==> src/rtl/wav_dfi_lp_responder.sv <==
// PHY-side DFI low-power responder: one independent handshake engine each for
// the lp_ctrl and lp_data channels, with status, sticky errors and entry counts.

module wav_dfi_lp_responder_chan #(
  parameter int TLP_RESP   = 8,
  parameter int WAKE_SCALE = 4,
  parameter int CNT_W      = 16
) (
  input  logic             clock,
  input  logic             reset,
  input  logic             accept_en_i,
  input  logic [3:0]       ack_dly_i,
  input  logic             req_i,
  input  logic [5:0]       wakeup_i,
  input  logic             err_clr_i,
  output logic             ack_o,
  output logic             active_o,
  output logic [5:0]       wakeup_o,
  output logic             err_o,
  output logic [CNT_W-1:0] entry_cnt_o
);

  typedef enum logic [2:0] {
    ST_IDLE,
    ST_EVAL,
    ST_REJECT,
    ST_ACK,
    ST_WAKE
  } state_e;

  localparam logic [63:0] CNT_MAX = (64'd1 << CNT_W) - 64'd1;

  state_e           state_q, state_d;
  logic [CNT_W-1:0] cnt_q, cnt_d;
  logic [5:0]       wakeup_q, wakeup_d;
  logic             err_q, err_d;
  logic [CNT_W-1:0] entry_q, entry_d;
  logic             ack_q;
  logic             active_q;

  logic [31:0]      lat_cycles;
  logic             lat_too_long;
  logic [63:0]      wake_prod;
  logic [CNT_W-1:0] wake_time;
  logic [CNT_W-1:0] entry_inc;

  // Acknowledge latency is cfg_ack_dly + 1; anything beyond tlp_resp is refused.
  assign lat_cycles   = 32'(ack_dly_i) + 32'd1;
  assign lat_too_long = lat_cycles > 32'(TLP_RESP);

  assign wake_prod = 64'(wakeup_q) * 64'(WAKE_SCALE);
  assign wake_time = (wake_prod > CNT_MAX) ? {CNT_W{1'b1}} : wake_prod[CNT_W-1:0];
  assign entry_inc = (entry_q == {CNT_W{1'b1}}) ? entry_q : entry_q + CNT_W'(1);

  always_comb begin
    // NOTE: every always_comb output gets a default first so no path can infer a latch.
    state_d  = state_q;
    cnt_d    = cnt_q;
    wakeup_d = wakeup_q;
    err_d    = err_q;
    entry_d  = entry_q;

    if (err_clr_i) err_d = 1'b0;

    case (state_q)
      ST_IDLE: begin
        if (req_i) begin
          wakeup_d = wakeup_i;
          if (!accept_en_i || lat_too_long) begin
            state_d = ST_REJECT;
          end else if (ack_dly_i == 4'd0) begin
            state_d = ST_ACK;
            entry_d = entry_inc;
          end else begin
            state_d = ST_EVAL;
            cnt_d   = CNT_W'(ack_dly_i) - CNT_W'(1);
          end
        end
      end

      ST_EVAL: begin
        if (!req_i) begin
          state_d = ST_IDLE;
        end else if (cnt_q == '0) begin
          state_d = ST_ACK;
          entry_d = entry_inc;
        end else begin
          cnt_d = cnt_q - CNT_W'(1);
        end
      end

      ST_REJECT: begin
        if (!req_i) state_d = ST_IDLE;
      end

      ST_ACK: begin
        if (req_i) begin
          wakeup_d = wakeup_i;
        end else if (wake_time == '0) begin
          state_d = ST_IDLE;
        end else begin
          state_d = ST_WAKE;
          cnt_d   = wake_time - CNT_W'(1);
        end
      end

      ST_WAKE: begin
        // A request during wakeup is a protocol violation; the set wins over err_clr.
        if (req_i) err_d = 1'b1;
        if (cnt_q == '0) state_d = ST_IDLE;
        else             cnt_d   = cnt_q - CNT_W'(1);
      end

      default: state_d = ST_IDLE;
    endcase
  end

  always_ff @(posedge clock) begin
    // NOTE: sequential state uses non-blocking assignments so all registers update together.
    if (reset) begin
      state_q  <= ST_IDLE;
      cnt_q    <= '0;
      wakeup_q <= '0;
      err_q    <= 1'b0;
      entry_q  <= '0;
      ack_q    <= 1'b0;
      active_q <= 1'b0;
    end else begin
      state_q  <= state_d;
      cnt_q    <= cnt_d;
      wakeup_q <= wakeup_d;
      err_q    <= err_d;
      entry_q  <= entry_d;
      ack_q    <= (state_d == ST_ACK) || (state_d == ST_WAKE);
      active_q <= (state_d == ST_ACK);
    end
  end

  assign ack_o       = ack_q;
  assign active_o    = active_q;
  assign wakeup_o    = wakeup_q;
  assign err_o       = err_q;
  assign entry_cnt_o = entry_q;

endmodule

module wav_dfi_lp_responder #(
  parameter int TLP_RESP   = 8,
  parameter int WAKE_SCALE = 4,
  parameter int CNT_W      = 16
) (
  input  logic             clock,
  input  logic             reset,
  input  logic [1:0]       cfg_accept_en,
  input  logic [3:0]       cfg_ack_dly,
  input  logic             lp_ctrl_req,
  input  logic [5:0]       lp_ctrl_wakeup,
  output logic             lp_ctrl_ack,
  input  logic             lp_data_req,
  input  logic [5:0]       lp_data_wakeup,
  output logic             lp_data_ack,
  output logic [1:0]       lp_active,
  output logic [11:0]      wakeup_q,
  output logic [1:0]       proto_err,
  input  logic             err_clr,
  output logic [CNT_W-1:0] entry_cnt_ctrl,
  output logic [CNT_W-1:0] entry_cnt_data
);

  wav_dfi_lp_responder_chan #(
    .TLP_RESP  (TLP_RESP),
    .WAKE_SCALE(WAKE_SCALE),
    .CNT_W     (CNT_W)
  ) u_ctrl (
    .clock      (clock),
    .reset      (reset),
    .accept_en_i(cfg_accept_en[0]),
    .ack_dly_i  (cfg_ack_dly),
    .req_i      (lp_ctrl_req),
    .wakeup_i   (lp_ctrl_wakeup),
    .err_clr_i  (err_clr),
    .ack_o      (lp_ctrl_ack),
    .active_o   (lp_active[0]),
    .wakeup_o   (wakeup_q[5:0]),
    .err_o      (proto_err[0]),
    .entry_cnt_o(entry_cnt_ctrl)
  );

  wav_dfi_lp_responder_chan #(
    .TLP_RESP  (TLP_RESP),
    .WAKE_SCALE(WAKE_SCALE),
    .CNT_W     (CNT_W)
  ) u_data (
    .clock      (clock),
    .reset      (reset),
    .accept_en_i(cfg_accept_en[1]),
    .ack_dly_i  (cfg_ack_dly),
    .req_i      (lp_data_req),
    .wakeup_i   (lp_data_wakeup),
    .err_clr_i  (err_clr),
    .ack_o      (lp_data_ack),
    .active_o   (lp_active[1]),
    .wakeup_o   (wakeup_q[11:6]),
    .err_o      (proto_err[1]),
    .entry_cnt_o(entry_cnt_data)
  );

endmodule

==> config.mk <==
export PLATFORM = sky130hd
export DESIGN_NAME = wav_dfi_lp_responder
export DESIGN_NICKNAME = d
export VERILOG_FILES = /design/src/rtl/wav_dfi_lp_responder.sv
export SDC_FILE = /design/constraint.sdc
export NUM_CORES = 1
export LEC_CHECK = 0
export CELL_PAD_IN_SITES_DETAIL_PLACEMENT = 0
export CELL_PAD_IN_SITES_GLOBAL_PLACEMENT = 1
export CORE_AREA = 2 2 144 146
export CTS_CLUSTER_SIZE = 16
export DETAILED_ROUTE_END_ITERATION = 16
export DIE_AREA = 0 0 146 148
export GPL_TIMING_DRIVEN = 0
export HOLD_SLACK_MARGIN = 0.03
export PLACE_DENSITY_LB_ADDON = 0.1
export SLEW_MARGIN = 15
export SYNTH_ARGS = -nofsm -noshare
export SYNTH_HDL_FRONTEND = slang
export SYNTH_HIERARCHICAL = 1
export SYNTH_SLANG_ARGS = --single-unit
==> constraint.sdc <==
create_clock -name clock -period 3.6 [get_ports clock]
set_input_delay 1.08 -clock clock [delete_from_list [all_inputs] [get_ports clock]]
set_output_delay 1.08 -clock clock [all_outputs]
set_load 0.03 [all_outputs]
; Word level (Yosys, flattened, before mapping)
; Cells that the tools add are included.
[word_totals]
rom_bits = 0
register_bits = 88
n_memories = 0
latch_bits = 0
out_inout_bits = 50
word_cells = 136
in_bits = 23
ram_bits = 0
[classes]
n_bitwise = 0
n_addsub = 8
eq_ne = 30
shifts = 0
magnitude_cmp = 3
div_mod_pow = 0
reduce_logical = 25
n_mul = 0
mux = 56
[op_table]
columns = cell, count
row1 = $mux 16, 27
row2 = $pmux 16 s4, 2
row3 = $logic_not 16->1, 4
row4 = $pmux 16 s2, 2
row5 = $sub 16x1->16 const B, 4
row6 = $mux 3, 16
row7 = $add 16x1->16 const B, 2
row8 = $eq 16x16->1 const B, 2
row9 = $gt 32x4->1 const B, 1
row10 = $gt 8x16->1 const B, 2
row11 = $pmux 3 s5, 2
row12 = $ne 2x2->1 const B, 13
row13 = $eq 3x2->1 const B, 6
row14 = $reduce_and 7->1, 2
row15 = $eq 3x3->1 const B, 4
row16 = $reduce_and 6->1, 2
row17 = $reduce_bool 4->1, 2
row18 = $eq 3x1->1 const B, 2
row19 = $logic_not 3->1, 2
row20 = $mux 1, 6
row21 = $ne 2x1->1 const B, 3
row22 = $add 4x1->5 const B, 1
row23 = $sub 4x1->5 const B, 1
row24 = $logic_not 4->1, 1
row25 = other kinds (6), 13

; Longest topological paths before layout
; Gate-level depths: netlist of the first run.
[logic_depth]
ltp_word = 8
depth_mapped = 9
mapped_depth_nobuf = 8

; Hierarchy
; Netlist of the first run, hierarchy kept.
[by_module_without_submodules]
columns = module, seq_area_each_um2, cells_per_inst, area_each_um2, n_inst
row1 = wav_dfi_lp_responder_chan at u_ctrl, 880.8, 352, 2850.2, 1
row2 = wav_dfi_lp_responder_chan at u_data, 880.8, 331, 2662.6, 1

; Worst setup path after synthesis of the first run
; OpenSTA, ideal clock, no wires.
[synth_timing]
path_kind = input port to flip-flop
startpoint = in cfg_ack_dly[0]
endpoint = reg u_ctrl.entry_q[5] (netlist: u_ctrl/entry_cnt_o[5])
required_time_ps = 3479
slack_ps = 645
arrival_ps = 2834
path_stages = 8
n_path_buf = 1
setup_time_ps = 121
cell_sequence = inv_1 ha_1 nor3b_1 nand2_1 o32a_2 buf_6 nor4b_1 mux2_2
[synth_via]
elab_chain_cells = 5
elab_cells_between_ends = 7
cone_classes = add/sub: 1 / order compare: 1 / eq/ne: 2 / reduce/logical: 3
[synth_lines]
columns = element, line
row1 = "start, declared", 155  ; input logic [3:0] cfg_ack_dly,
row2 = $add 4x1->5, 48  ; assign lat_cycles = 32'(ack_dly_i) + 32'd1;
row3 = $gt 32x4->1, 49  ; assign lat_too_long = lat_cycles > 32'(TLP_RESP);
row4 = $logic_or 1x1->1, 69  ; if (!accept_en_i || lat_too_long) begin
row5 = $ne 2x2->1 (no line), --
row6 = $reduce_and 6->1 (no line) (*), --
row7 = "end signal, assigned", 133  ; entry_q <= entry_d;
row8 = "end, declared", 37  ; logic [CNT_W-1:0] entry_q, entry_d;
; Mark *: on every way between the ends. The rest lies on a longest branch, timed or not.
; A chain may end at the register's enable or synchronous reset.

; Worst setup path after layout of the first run
[layout_timing]
startpoint = in cfg_ack_dly[3]
endpoint = reg u_ctrl.entry_q[15] (netlist: u_ctrl/entry_cnt_o[15])
; The elaborated chain is that of the path after synthesis.

==> results.txt, run 1 <==
The run finished with clean final reports. The part of the total power dissipated in sequential elements came out at a little under two fifths. Across the VDD grid, the largest voltage drop is roughly 0.21 mV. The count of buffers added by post-CTS timing repair for setup came out at 0. The share of async-settable or async-resettable flops after synthesis came out at 0%. The share of total power in the clock network is between 30% and 40%. Among all cell types in the netlist, the one instantiated most often is sky130_fd_sc_hd__dfxtp_1. The count of instances resized after the clock tree is built came out at 3. The max-cap check violation count came out at 0. From synthesis to final layout, the design area changed by 25.5%. The maximum clock insertion buffer count came out at 2. The area inside the core boundary is 20000 µm². The worst setup path is captured at a flop. The number of antenna diodes in the final layout is 0.

The met1 global-route usage is between 20% and 30%. A synthesized cell averages between 8 and 9 µm². The leakage power came out at around 2.4 nW. The clock tree from TritonCTS is yes. The cell class contributing the biggest share of worst-path delay is buffers and inverters. The post-layout net count came out at ~810.

The count of port buffers added during placement came out at 72. The biggest area contributor in the post-synthesis netlist is sky130_fd_sc_hd__dfxtp_1. In this run, synthesis produced a sequential element count of a little under 90. The combinational share of power came out at ~23%. The via count came out at 5649. The largest net degree at the start of global routing came out at 15. The I/O pin count came out at 73. The worst-skew pair later-pin latency came out at 0.36 ns. The worst setup path is launched from a primary input. The worst setup path is of the primary input to flop kind.

For this design the total switching power over the nets is ~0.87 mW. Ranked by total cell area, the synthesized netlist is headed by sky130_fd_sc_hd__dfxtp_1, sky130_fd_sc_hd__nor2_1, sky130_fd_sc_hd__a21oi_1. Global routing used about 2.6% of the available met3 tracks. Walking the worst path, the cells encountered are clkdlybuf4s50_1 -> nor2b_1 -> a221oi_2 -> o32a_2 -> buf_6 -> nor4_1 -> mux2_2.

The number of DRC markers after the initial detailed-route iteration came out at about 440. The via count of the first global-routing pass is about 5300. The final wirelength is approximately 18 mm.

The count of different cell masters after synthesis came out at between 70 and 80. The part of the Yosys area used for sequential elements is a little under a third. The global-route wire length before repair is around 29 mm.

For this run the aggregate overflow at the end of global routing stands at 0. Before antenna repair, the detailed router went through 5 iterations. The count of nets left with antenna violations after detail routing is 0. Clock tree synthesis inserted a total of 9 buffers.

The worst hold path belongs to the class flop to flop. The number of nets in the synthesized netlist is between 700 and 800. The number of endpoints with negative hold slack in the final report is 0.

After legalization and detailed placement, the total HPWL measured approximately 13 mm. The ratio of cells with drive above 1 in the final layout is 7.39%. After synthesis, the most frequently instantiated cells are sky130_fd_sc_hd__dfxtp_1, sky130_fd_sc_hd__nor2_1, sky130_fd_sc_hd__a21oi_1, sky130_fd_sc_hd__nand2_1, sky130_fd_sc_hd__nand3_1. Net switching is 31.5% of the power. The share of the synthesized area in the top cell type came out at between 30% and 40%. The final cell utilization of the core is between 30% and 40%. Data on the critical path is required at its endpoint by around 3.8 ns. The worst slew slack as a fraction of its limit is a little under half. The shortest clock period the worst path allows after layout is between 3 and 4 ns. The global placement routability congestion came out at around 0.89. In this run the worst path has a maximum fanout of 12. The maximum achievable frequency came out at between 200 and 300 MHz. The data arrival at the endpoint of the critical path came out at between 3 and 4 ns. For met2 alone, demand over resource in global routing was between 20 and 30%. The internal power came out at around 1.9 mW.

The H-tree level count came out at 3. On the final layout, the worst clock skew is 0.00732 ns. The overall die width is ~150 µm. The number of setup violations in the final report is 0. The full die area is 21600 µm². The highest cell delay on the worst timing path is 0.78 ns.

The root cell of the clock tree is sky130_fd_sc_hd__clkbuf_16. The sum of internal, switching and leakage power is 2.75 mW. The count of hold-fix buffers inserted at cts is 0. The summed negative setup slack over all endpoints is 0 ns. The peak-usage layer in the global routing report is met2. The final critical-path share of the clock period came out at between 90% and 100%.

The die span in y came out at 148 µm. Clock-pin slew was measured on the worst setup and hold paths at about 0.070 ns. The number of instances in the synthesized netlist is between 600 and 700. The synthesized netlist occupies a cell area of 5510 µm². Among all stages on the critical path, the largest delay is contributed by sky130_fd_sc_hd__clkdlybuf4s50_1.

After detailed routing, the average wire length per cell comes to around 17 µm. The overall fraction of global-route tracks in use is between 10% and 20%. The slew at the pin closest to its max-slew limit came out at 0.783 ns.

The number of antenna violations at the first check in global routing came out at 0. The number of remaining DRC errors came out at 0. Dividing the detail-routed via count by the number of cells gives 5.43. The total count of max-transition violations in the final report was 0. The most used flip-flop cell after synthesis is sky130_fd_sc_hd__dfxtp_1. The starting utilization of the core area came out at 27.5%.

The total number of clock tree sinks came out at 88. The power per cell area came out at about 400 nW/µm². The placement row count is 52.

The number of buffers and inverters on the critical path is 2. Yosys mapped a number of flops with a built-in enable equal to 0. The number of warnings issued by yosys came out at 6.
## sequential cells by signal (all words and copies together), names as in the netlist, 3 cells and up
name                count
u_ctrl/cnt_q           16
u_ctrl/entry_cnt_o     16
u_data/cnt_q           16
u_data/entry_cnt_o     16
u_ctrl/wakeup_o         6
u_data/wakeup_o         6
u_ctrl/state_q          3
u_data/state_q          3
## path summary, 6_finish.rpt
check / depth (start not counted) / startpoint / slack [ns] / endpoint
max reg2reg: 8 / u_ctrl/cnt_q[0]$_SDFFE_PP0P_ / 0.73 / u_ctrl/entry_cnt_o[15]$_SDFFE_PP0P_
max: 7 / cfg_ack_dly[3] / 0.19 / u_ctrl/entry_cnt_o[15]$_SDFFE_PP0P_
min: 2 / u_data/cnt_q[8]$_SDFFE_PP0P_ / 0.51 / u_data/cnt_q[8]$_SDFFE_PP0P_
min reg2reg: 2 / u_data/cnt_q[8]$_SDFFE_PP0P_ / 0.51 / u_data/cnt_q[8]$_SDFFE_PP0P_
## final cells by class
class | count | area (µm²)
sequential | 88 | 1760
inverter | 28 | 105
timing repair buffer | 72 | 718
fill | 2180 | 13100
clock buffer | 12 | 256
multi-input combinational | 529 | 3500
tap | 270 | 338
buffer | 38 | 169
clock inverter | 4 | 76.3
## stage by stage
| stage | worst slack, ns | instance area, µm² | hold WS, ns | instances |
|---|---|---|---|---|
| floorplan | 0.645 | 5510 | 0.471 | 683 |
| global placement | -0.650 | 6570 | 0.502 | 1025 |
| detailed placement | -0.639 | 6570 | 0.501 | 1025 |
| CTS | 0.181 | 6910 | 0.514 | 1041 |
| global route | -0.0111 | 6920 | 0.550 | 1041 |
| finish | 0.191 | 6920 | 0.514 | 1041 |
## layout by cell type, fill, tap and decap left out, types with 11 or more instances in the layout
master and count:
sky130_fd_sc_hd__and3_1 11, sky130_fd_sc_hd__nor4_1 14, sky130_fd_sc_hd__dfxtp_1 88, sky130_fd_sc_hd__a21oi_1 53, sky130_fd_sc_hd__inv_1 27, sky130_fd_sc_hd__nor2_1 79, sky130_fd_sc_hd__nor2b_1 12, sky130_fd_sc_hd__xor2_1 17
sky130_fd_sc_hd__o31ai_1 24, sky130_fd_sc_hd__mux2i_1 15, sky130_fd_sc_hd__nand2_1 34, sky130_fd_sc_hd__clkdlybuf4s50_1 70, sky130_fd_sc_hd__nand3_1 28, sky130_fd_sc_hd__or4_1 12, sky130_fd_sc_hd__clkbuf_1 23, sky130_fd_sc_hd__ha_1 16
sky130_fd_sc_hd__a31oi_1 15, sky130_fd_sc_hd__nand4_1 21, sky130_fd_sc_hd__xnor2_1 12, sky130_fd_sc_hd__nor3_1 24
## power by group through the flow
stage          Clock (mW)  Sequential (mW)  Combinational, mW
5_1_grt              1.14             1.05              0.689
3_5_place_dp            0             1.07              0.623
4_1_cts              1.10             1.04              0.628
2_1_floorplan           0             1.08              0.402
3_3_place_gp            0             1.06              0.628
6_report             1.07             1.04              0.634
## cells by family (layout without fill, tap and decap cells)
family / count (synthesis) / count (layout) / synth area share (%)
compound gates: 175 / 175 / 21.8
simple gates: 288 / 288 / 29.1
flops: 88 / 88 / 32.0
mux: 21 / 21 / 3.95
buf+inv: 66 / 154 / 4.97
xor+xnor: 29 / 29 / 4.61
fa+ha+maj: 16 / 16 / 3.63
## per-layer routing
layer / routed length, µm / vias to the layer above
li1: - / 2749
met1: 8550 / 2697
met2: 8300 / 182
met3: 854 / 21
met4: 292 / 0
met5: 0 / -
## worst reg2reg max path, delay by kind of cell, from the launching register on
family                   cells  cell delay, ns
buffers and inverters        2            0.27
adder cells (fa/ha/maj)      1            0.24
AO/OA/AOI/OAI                1            0.38
AND/OR/NAND/NOR              3            1.15
multiplexers                 1            0.37
flip-flops                   1            0.36
No activity file was read; power rests on OpenSTA's default activity.
==> run 2: changes to the inputs <==
--- a/config.mk
+++ b/config.mk
@@ -7,10 +7,10 @@
 export LEC_CHECK = 0
 export CELL_PAD_IN_SITES_DETAIL_PLACEMENT = 0
 export CELL_PAD_IN_SITES_GLOBAL_PLACEMENT = 1
-export CORE_AREA = 2 2 144 146
+export CORE_AREA = 2 2 139 141
 export CTS_CLUSTER_SIZE = 16
 export DETAILED_ROUTE_END_ITERATION = 16
-export DIE_AREA = 0 0 146 148
+export DIE_AREA = 0 0 141 143
 export GPL_TIMING_DRIVEN = 0
 export HOLD_SLACK_MARGIN = 0.03
 export PLACE_DENSITY_LB_ADDON = 0.1
==> results.txt, run 2 (synthesis gave the netlist of run 1 again) <==
In the routed design, unresolved DRC markers number 0. The switching portion of total power came out at roughly a third. Sequential cells burn about two fifths of the power. Dividing the detail-routed wire length by the instance count gives roughly 18 µm. The number of antenna violations at the first check in global routing is 0. The max-cap check violation count came out at 0.

The die span in y came out at roughly 140 µm. The maximum achievable frequency came out at approximately 290 MHz. Compared with the post-synthesis result, the final layout area differs by 23.6%. For this run, the detailed router's first-pass iteration total came to 7. The count of port buffers added during placement is 72. The slowest stage of the critical path is the sky130_fd_sc_hd__clkdlybuf4s50_1 cell. The cell count after placement is roughly 1000.

The congestion estimate from routability-driven global placement came to 0.866. The worst hold path was traced through 2 stages. The share of total power in the clock network came out at a little over a third.

The total number of clock tree sinks came out at ~90. The fill cell instance count of the final layout came out at ~1900. Summed over all layers, the global routing overflow is 0. The tightest hold margin came out at 0.514 ns. In this run, the number of DRC markers left after iteration 0 of detailed routing was 436. The worst slew slack as a fraction of its limit is between 50% and 60%. The largest net degree at the start of global routing is 14. Combinational logic burns roughly a quarter of the power. The sum of internal, switching and leakage power is about 2.6 mW. In this run, CTS created clock tree buffers numbering 9. The final cell utilization of the core came out at 36.7%.

The summed negative setup slack over all endpoints is 0 ns. Setup repair after global routing left no endpoint under its margin. The full die area came out at around 20000 µm². The setup slack after placement came out at -0.668 ns. Summed over all cells, the static leakage comes to between 2 and 2.5 nW.

Of all nets on the critical path, the largest fanout is 12. The count of non-filler cells in the finished layout is around 1000. The critical path goes through clkdlybuf4s50_1 -> nor2b_1 -> a221oi_1 -> o32a_2 -> buf_6 -> nor4_1 -> mux2_2.

On the worst path, the slowest cell contributes a delay of 0.83 ns. The finished cells cover 6820 µm². At the end of the flow, the number of nets in the layout was between 800 and 900. The H-tree level count is 3. The standard cell area after detailed placement came out at 6530 µm². The worst setup path is captured at a flop.

After detailed routing, the total wire length is approximately 18 mm. The power dissipated by switching net loads is ~0.84 mW. The starting utilization of the core area is about 30%. The cell sitting at the root of the clock tree is a sky130_fd_sc_hd__clkbuf_16. The via count of the first global-routing pass came out at about 5300. The setup skew after layout is between 0.006 and 0.007 ns. The shortest clock period the worst path allows after layout is ~3.5 ns. The I/O pin count is 73. The placement row count is 50.

STA classifies the critical path startpoint as a primary input. The routed layout has around 5600 vias. The total count of max-transition violations in the final report came out at 0. Across the VDD grid, the largest voltage drop is around 0.22 mV. The maximum clock insertion buffer count is 2.

STA puts the critical path data required time at 3.84 ns. 0 antenna diodes ended up in the layout. The slew at the pin closest to its max-slew limit came out at between 0.7 and 0.8 ns. Leaving out fill and tap cells, the most frequent cells in the layout are sky130_fd_sc_hd__dfxtp_1, sky130_fd_sc_hd__nor2_1, sky130_fd_sc_hd__clkdlybuf4s50_1, sky130_fd_sc_hd__a21oi_1, sky130_fd_sc_hd__nand2_1.

The overall die width is around 140 µm. The mean number of vias per cell came out at roughly 5.6. The number of endpoints with negative hold slack in the final report is 0. The count of hold-fix buffers inserted at cts is 0. The data arrival at the endpoint of the critical path came out at between 3 and 4 ns. The half-perimeter wire length of the detailed placement result came out at between 10 and 15 mm. TritonCTS built the clock tree. The category of the most critical setup path is primary input to flop.

Of the available clock period, the critical path in the final layout requires 97.1%. The flow ran to the end, and the final reports show no timing, DRC or antenna violations. Cells with a size suffix above 1 make up under 10% of the layout. Clock-pin slew was measured on the worst setup and hold paths at 0.07 ns.

The overall fraction of global-route tracks in use came out at between 15 and 20%. The first global-routing pass estimated about 28 mm of wire. The count of nets left with antenna violations after detail routing came out at 0.

In this run the power density over the cells is approximately 380 nW/µm². The internal portion of the total power is between 1.5 and 2 mW. The final worst-path setup slack came out at 0.104 ns. Setup violations remaining at the end of the flow were counted as 0. The worst reg-to-reg path cell count came out at 8. The worst min-delay path class is flop to flop. The worst-skew pair later-pin latency is around 0.35 ns. The count of buffers added by post-CTS timing repair for setup is 0. The area inside the core boundary came out at roughly 19000 µm². Leaving out fill and tap cells, the most frequent cell in the layout is sky130_fd_sc_hd__dfxtp_1.
## run 2: worst paths after layout
kind,start,slack (ns),end
min reg2reg,u_ctrl/cnt_q[7]$_SDFFE_PP0P_,0.51,u_ctrl/cnt_q[7]$_SDFFE_PP0P_
min,u_ctrl/cnt_q[7]$_SDFFE_PP0P_,0.51,u_ctrl/cnt_q[7]$_SDFFE_PP0P_
max,cfg_ack_dly[3],0.10,u_ctrl/entry_cnt_o[15]$_SDFFE_PP0P_
max reg2reg,u_ctrl/cnt_q[0]$_SDFFE_PP0P_,0.78,u_ctrl/entry_cnt_o[15]$_SDFFE_PP0P_
## run 2: what timing repair did
action,in CTS,in global routing
gates cloned,0,0
setup endpoints to repair,25,7
pin swaps,0,0
gates resized for setup,3,4
## run 2: worst max-delay path: cells and delay by family
family / cells / cell delay (ns)
mux: 1 / 0.37
buf+inv: 2 / 1.00
compound gates: 2 / 0.69
simple gates: 2 / 0.59
## run 2: power by group through the flow
| stage | Sequential (mW) | Combinational [mW] | Clock (mW) |
|---|---|---|---|
| floorplan | 1.08 | 0.402 | 0 |
| global placement | 1.06 | 0.627 | 0 |
| detailed placement | 1.06 | 0.623 | 0 |
| CTS | 1.04 | 0.626 | 0.922 |
| global route | 1.05 | 0.688 | 0.961 |
| finish | 1.04 | 0.631 | 0.889 |
## run 2: layout make-up
class                   instances  area, µm²  share of cell area (%)
plain buffers                  38        169                    2.48
clock buffers                  13        250                    3.67
clock inverters                 3       17.5                   0.257
inverters                      28        105                    1.54
multi-input cells             529       3500                    51.3
flip-flops and latches         88       1760                    25.8
well taps                     234        293                    4.30
repair buffers                 72        719                    10.6
## run 2: per-layer routing
layer / track usage, % / part of all wire (%)
met5: 0 / 0
met4: 5.95 / 1.5
met3: 3.22 / 5.0
met2: 28.2 / 47
met1: 23.2 / 47
